### src/rtl/multicycle_ctrl.sv
// Main control FSM for the multicycle MIPS datapath.
// It sequences fetch/decode/execute/memory/writeback and stalls on the memory ready handshake.
//
// state   | meaning
// --------+----------------------------------------------
// FETCH   | read instruction at PC, PC += 4 on ready
// DECODE  | register read, branch target into ALUOut
// MEMADR  | effective address = A + signext imm
// MEMRD   | load read at ALUOut, hold until ready
// MEMWB   | write loaded data to rt
// MEMWR   | store write at ALUOut, hold until ready
// RTYPEEX | ALU op from funct
// RTYPEWB | write ALU result to rd
// BEQEX   | compare A - B, branch on zero
// ADDIEX  | A + signext imm
// ADDIWB  | write ALU result to rt
// JEX     | PC = jump target
module multicycle_ctrl (
    input  logic       clk_i,
    input  logic       rst_n_i,
    input  logic [5:0] op_i,
    input  logic       zero_i,
    input  logic       mem_ready_i,
    output logic       pcen_o,
    output logic       irwrite_o,
    output logic       memwrite_o,
    output logic       regwrite_o,
    output logic       iord_o,
    output logic       regdst_o,
    output logic       memtoreg_o,
    output logic       alusrca_o,
    output logic [1:0] alusrcb_o,
    output logic [1:0] pcsrc_o,
    output logic [1:0] aluop_o,
    output logic       illegal_o,
    output logic [3:0] state_o
);

    localparam logic [5:0] OP_LB   = 6'b100000;
    localparam logic [5:0] OP_SB   = 6'b101000;
    localparam logic [5:0] OP_R    = 6'b000000;
    localparam logic [5:0] OP_BEQ  = 6'b000100;
    localparam logic [5:0] OP_ADDI = 6'b001000;
    localparam logic [5:0] OP_J    = 6'b000010;

    typedef enum logic [3:0] {
        FETCH   = 4'd0,
        DECODE  = 4'd1,
        MEMADR  = 4'd2,
        MEMRD   = 4'd3,
        MEMWB   = 4'd4,
        MEMWR   = 4'd5,
        RTYPEEX = 4'd6,
        RTYPEWB = 4'd7,
        BEQEX   = 4'd8,
        ADDIEX  = 4'd9,
        ADDIWB  = 4'd10,
        JEX     = 4'd11
    } state_t;

    state_t state_q, state_d;

    logic pcwrite, branch, irwrite, memwrite, regwrite, illegal;

    always_ff @(posedge clk_i or negedge rst_n_i) begin
        if (!rst_n_i) begin
            state_q <= FETCH;
        end else begin
            state_q <= state_d;
        end
    end

    always_comb begin
        state_d    = FETCH;
        pcwrite    = 1'b0;
        branch     = 1'b0;
        irwrite    = 1'b0;
        memwrite   = 1'b0;
        regwrite   = 1'b0;
        illegal    = 1'b0;
        iord_o     = 1'b0;
        regdst_o   = 1'b0;
        memtoreg_o = 1'b0;
        alusrca_o  = 1'b0;
        alusrcb_o  = 2'b00;
        pcsrc_o    = 2'b00;
        aluop_o    = 2'b00;

        case (state_q)
            FETCH: begin
                alusrcb_o = 2'b01;
                irwrite   = mem_ready_i;
                pcwrite   = mem_ready_i;
                state_d   = mem_ready_i ? DECODE : FETCH;
            end
            DECODE: begin
                alusrcb_o = 2'b11;
                case (op_i)
                    OP_LB, OP_SB: state_d = MEMADR;
                    OP_R:         state_d = RTYPEEX;
                    OP_BEQ:       state_d = BEQEX;
                    OP_ADDI:      state_d = ADDIEX;
                    OP_J:         state_d = JEX;
                    default: begin
                        state_d = FETCH;
                        illegal = 1'b1;
                    end
                endcase
            end
            MEMADR: begin
                alusrca_o = 1'b1;
                alusrcb_o = 2'b10;
                state_d   = (op_i == OP_SB) ? MEMWR : MEMRD;
            end
            MEMRD: begin
                iord_o  = 1'b1;
                state_d = mem_ready_i ? MEMWB : MEMRD;
            end
            MEMWB: begin
                memtoreg_o = 1'b1;
                regwrite   = 1'b1;
                state_d    = FETCH;
            end
            MEMWR: begin
                iord_o   = 1'b1;
                memwrite = 1'b1;
                state_d  = mem_ready_i ? FETCH : MEMWR;
            end
            RTYPEEX: begin
                alusrca_o = 1'b1;
                aluop_o   = 2'b10;
                state_d   = RTYPEWB;
            end
            RTYPEWB: begin
                regdst_o = 1'b1;
                regwrite = 1'b1;
                state_d  = FETCH;
            end
            BEQEX: begin
                alusrca_o = 1'b1;
                aluop_o   = 2'b01;
                pcsrc_o   = 2'b01;
                branch    = 1'b1;
                state_d   = FETCH;
            end
            ADDIEX: begin
                alusrca_o = 1'b1;
                alusrcb_o = 2'b10;
                state_d   = ADDIWB;
            end
            ADDIWB: begin
                regwrite = 1'b1;
                state_d  = FETCH;
            end
            JEX: begin
                pcsrc_o = 2'b10;
                pcwrite = 1'b1;
                state_d = FETCH;
            end
            default: state_d = FETCH;
        endcase
    end

    // Strobes are gated by reset so nothing writes while reset is held.
    assign pcen_o     = rst_n_i & (pcwrite | (branch & zero_i));
    assign irwrite_o  = rst_n_i & irwrite;
    assign memwrite_o = rst_n_i & memwrite;
    assign regwrite_o = rst_n_i & regwrite;
    assign illegal_o  = rst_n_i & illegal;
    assign state_o    = state_q;

endmodule

### config.mk
export PLATFORM = sky130hd
export DESIGN_NAME = multicycle_ctrl
export DESIGN_NICKNAME = d
export VERILOG_FILES = /design/src/rtl/multicycle_ctrl.sv
export SDC_FILE = /design/constraint.sdc
export NUM_CORES = 1
export LEC_CHECK = 0
export CORE_UTILIZATION = 25
export CTS_BUF_LIST = sky130_fd_sc_hd__clkbuf_8
export DETAILED_ROUTE_END_ITERATION = 16
export PLACE_DENSITY_LB_ADDON = 0.3
export SETUP_SLACK_MARGIN = 0.2
export SLEW_MARGIN = 40
export SYNTH_ARGS = -nofsm -noshare
export SYNTH_HDL_FRONTEND = slang
export SYNTH_SLANG_ARGS = --single-unit
### constraint.sdc
create_clock -name clk_i -period 1.9 [get_ports clk_i]
set_clock_uncertainty 0.2 [all_clocks]
set_input_delay 0.475 -clock clk_i [delete_from_list [all_inputs] [get_ports clk_i]]
set_output_delay 0.475 -clock clk_i [all_outputs]
set_load 0.02 [all_outputs]
; Word level (Yosys, flattened, before mapping)
; Cells that the tools add are included.
[totals]
register_bits = 4
wordCells = 52
output_inout_bits = 19
in_bits = 10
[op_classes]
reduce_logical = 8
bitwise_logic = 7
eq_ne = 16
n_mux = 20
[ops]
columns = cell, count
row1 = $pmux 4 s7, 1
row2 = $pmux 4 s5, 1
row3 = $eq 4x3->1 const B, 4
row4 = $eq 4x4->1 const B, 4
row5 = $eq 6x6->1 const B, 2
row6 = $mux 1, 11
row7 = $mux 3, 3
row8 = $eq 4x2->1 const B, 2
row9 = $pmux 2 s2, 2
row10 = $and 1x1->1, 6
row11 = $eq 6x2->1 const B, 1
row12 = $eq 6x3->1 const B, 1
row13 = $eq 6x4->1 const B, 1
row14 = $logic_not 6->1, 1
row15 = $pmux 2 s3, 1
row16 = $reduce_or 2->1, 3
row17 = $reduce_or 6->1, 1
row18 = $eq 4x1->1 const B, 1
row19 = $logic_not 4->1, 1
row20 = $reduce_or 4->1, 1
row21 = $reduce_or 3->1, 1
row22 = $pmux 1 s2, 1
row23 = $or 1x1->1, 1

; Depth between registers and ports, before layout
[logic_depth]
depth_word = 5
ltp_mapped = 5
ltp_nobuf = 3

; Worst setup path after synthesis
; No wires, ideal clock.
[synth_timing]
kind = register to output
from = register state_q[3], in the netlist state_o[3]
to = output pcsrc_o[0]
slack_ps = -504
arrival_time_ps = 1729
n_path_buf = 2
stages_incl_launch_ff = 5
required_time_ps = 1225
path_cell_list = dfrtp_1 clkbuf_8 or2b_2 nor3_1 buf_4
[synth_via]
elab_chain_len = 2
word_cells_on_any_way = 3
cone_classes = eq/ne (2) / mux (1)
[synth_rtl]
columns = element, line_no
row1 = "start, declared", 61  ; state_t state_q, state_d;
row2 = "start signal, assigned", 69  ; state_q <= state_d;
row3 = $eq 4x4->1, 89  ; case (state_q)
row4 = $pmux 2 s2 *, 89
row5 = "end, declared", 33  ; output logic [1:0] pcsrc_o,
; Every way passes the cells marked *; elsewhere a longest branch is shown, timed or not.

; Final worst setup path
[layout_timing]
from = register state_q[1], in the netlist state_o[1]
to = output illegal_o
[layout_via]
elab_chain_len = 3
[layout_rtl]
columns = element, line_no
row1 = $eq 4x1->1, 89
row2 = $mux 1, 89
row3 = $and 1x1->1, 169  ; assign illegal_o = rst_n_i & illegal;
row4 = "end, declared", 35  ; output logic illegal_o,
; Every way passes these cells.

==> metrics.md <==
| Metric | Value |
|---|---|
| Initial core utilization | `26.89%` |
| Vias per cell | `5.074` |
| Synthesized area | `600.6 sq um` |
| Register area | `approximately 110 sq um` |
| Number of synthesized flops with an enable pin | `0` |
| Post-synthesis sequential area ratio | `16.67%` |
| Row cnt | `17` |
| Max Slew Vio Count | `0` |
| CP startpoint kind | `flip-flop` |
| Async set-or-reset flop fraction in the synthesized netlist | `100.0%` |
| Period Utilization, post-route | `107.1%` |
| Die Y | `between 50 and 60 um` |
| Synth Instances | `between 70 and 80` |
| Cell Pwr Density | `around 1100 nW/um^2` |
| Clock latency on the worst-skew pair | `220 ps` |
| Synth-to-Final Area Change | `135.8%` |
| Slack of the critical path | `-134.2 ps` |
| Synth Flop Type | `dfrtp_1` |
| Slowest stage delay, CP | `440 ps` |
| Ports | `29` |
| DP Wirelength | `1429 um` |
| # placed instances | `147` |
| R2R cell count | `5` |
| Outcome | `finished with violations` |
| Diodes inserted | `0` |
| Final cell count without fillers | `approximately 160` |
| Worst path slowest cell | `dfrtp_2` |
| Setup-failing EPs final | `13` |
| Crit-path cells | `nor4b_4 -> o2111a_2 -> buf_6` |
| RSZ-0062 raised after global routing | `true` |
| # DRC | `0` |
| Fin Hold WS | `164.2 ps` |
| Post-CTS Hold Buffers | `0` |
| Core ar. | `about 2200 sq um` |
| Synth top area cells | `dfrtp_1 17%, buf_6 5.6%, nor3_1 5.0%, clkbuf_8 4.6%, nor2_1 4.4%` |
| Initial antenna violation count | `0` |
| Critical Path RT | `between 1000 and 1500 ps` |
| Die area | `2603 sq um` |
| Yosys top cell by area | `dfrtp_1` |
| Violated checks | `setup timing` |
| Max cap viols | `0` |
| VDD IR-drop max | `approximately 0.6 mV` |
| Yosys top cell area share | `16.67%` |
| Register bit total from synthesis | `4` |
| Clock slew at reported path FFs | `about 30 ps` |
| Drt first pass iters | `4` |
| DP Area | `between 1000 and 1500 sq um` |
| CP Capture Type | `output port` |
| Netlist cell types | `38` |
| CP arrival | `1360 ps` |
| Setup crit start | `state_o[1]$_DFF_PN0_` |
| CP max FO | `4` |
| RR Startpoint | `state_o[0]$_DFF_PN0_` |
| Layout fillers | `190` |
| Max reg flops | `4` |
| Relative slew margins | `roughly four fifths` |
| Vias after detailed routing | `slightly above 800` |
| Area taken by multi-input logic gates | `a little over 600 sq um` |
| Worst slew pin tran | `299.7 ps` |
| Max H-tree Level | `1` |
| Min-Delay Path Class | `in2async` |
| GP Congestion | `about 0.8` |
| Root Buffer | `clkbuf_8` |
| Ys Warns | `0` |
| Total CTS buffers | `3` |
| Routed WL per cell | `~13 um` |
| Largest net degree at the start of global routing | `11` |
| Routed wire length | `2164 um` |
| Finished Cell Area | `~1400 sq um` |
| Post-route antenna net violation count | `0` |
| GRT Overall Usage | `16.65%` |
| Syn Nets | `84` |
| Layout cells sized above 1 | `between 70% and 80%` |
| CTS tree | `built` |
| Sink Count | `4` |
| F_max | `between 0.4 and 0.5 GHz` |
| Nets | `approximately 150` |
| Syn avg cell area | `8.116 sq um` |
| Setup CP Type | `reg2out` |
| Vias in the first global route | `about 760` |
| Port bufs | `28` |
| Worst-case clock buffer depth | `2` |
| Total power | `1.609 mW` |
| Gr ovfl total | `0` |
| Post-route minimum period | `2034 ps` |
| Die Width | `approximately 51 um` |
| Final Hold Viols | `0` |
| Static leakage | `0.6426 nW` |
| Starting DRT DRC Count | `8` |
| First-pass GRT wire length | `about 3300 um` |
==> critical path: cells and delay by family, from the launching register on <==
kind	cells	cell delay, ps
AND/OR/NAND/NOR	1	340
buffers and inverters	1	110
flip-flops	1	440
AO/OA/AOI/OAI	1	250
==> metal layers <==
metal	wire length (um)	part of all wire, %	vias up	global-route usage [%]
li1	-	-	400	-
met1	868	40	391	19.11
met2	1195	55	26	30.92
met3	70	3.2	5	1.488
met4	31	1.4	0	6.944
met5	0	0	-	0
==> cells in the final DEF, fill, tap and decap left out, drive strengths merged <==
cell	count
nand2b	2
o311ai	1
a221oi	1
a211o	1
and2b	1
nor4b	1
nor2b	1
nand2	6
or2b	1
nor3	6
o31ai	1
nor2	7
mux2	1
clkbuf	5
o211ai	2
or3	1
a211oi	1
nor3b	2
o21ai	5
clkdlybuf4s15	1
dlygate4sd2	6
a2bb2oi	1
and4bb	1
o2111a	1
nand3	1
nand4	1
buf	55
a21oi	2
and3	2
dfrtp	4
inv	3
nand4b	2
and4	1
and4b	1
o2111ai	1
a32o	1
and3b	1
xor2	3
==> per-stage QoR <==
stage	TNS [ps]	util (%)	setup WS [ps]
2_1_floorplan	-114.2	-	-114.2
3_3_place_gp	-6785	50.64	-876.1
3_5_place_dp	-6915	50.64	-901.0
4_1_cts	-1183	57.03	-148.0
5_1_grt	-1837	63.42	-191.0
6_report	-1141	63.42	-134.2
==> area by class of cell <==
| cell class | count | share of cell area [%] |
|---|---|---|
| repair buffers | 64 | 43.46 |
| well taps | 28 | 2.473 |
| clock buffers | 3 | 2.915 |
| inverters | 3 | 1.148 |
| multi-input cells | 60 | 42.58 |
| flip-flops and latches | 4 | 7.421 |
==> worst paths after layout <==
kind	end	slack, ps
min in group clk_i	state_o[0]$_DFF_PN0_	510
worst max-delay path	illegal_o	-130
worst max register to register	state_o[2]$_DFF_PN0_	150
max in group asynchronous	state_o[3]$_DFF_PN0_	1220
worst min-delay path	state_o[1]$_DFF_PN0_	160
worst min register to register	state_o[0]$_DFF_PN0_	510
==> Yosys cell counts (all sizes together) (2+ instances only) <==
cell type / n
nand2: 6
o21ai: 5
nor2: 7
inv: 3
nand4b: 2
buf: 5
o211ai: 2
nor3b: 2
clkbuf: 2
xor2: 3
nand2b: 2
nor3: 6
and3: 2
dfrtp: 4
a21oi: 2
==> kinds of logic (layout without fill, tap and decap cells) <==
group | Yosys count | count (layout) | synth area share [%]
compound gates | 18 | 18 | 22.92
flops | 4 | 4 | 16.67
mux | 1 | 1 | 1.875
xor+xnor | 3 | 3 | 4.376
simple gates | 38 | 38 | 39.58
buf+inv | 10 | 70 | 14.58
==> where the power goes <==
group | internal, mW | switching (mW) | total, mW
sequential | 0.116 | 0.0487 | 0.165
clock | 0.135 | 0.0445 | 0.180
combinational | 0.684 | 0.580 | 1.26
total | 0.935 | 0.673 | 1.61
==> timing repair <==
| action | 4_1_cts | 5_1_grt |
|---|---|---|
| resized for setup | 136 | 21 |
| setup endpoints to repair | 23 | 19 |
| pin swaps | 16 | 10 |
| buffers inserted | 6 | 5 |
| gates cloned | 0 | 1 |
(Power assumes the default switching activity.)
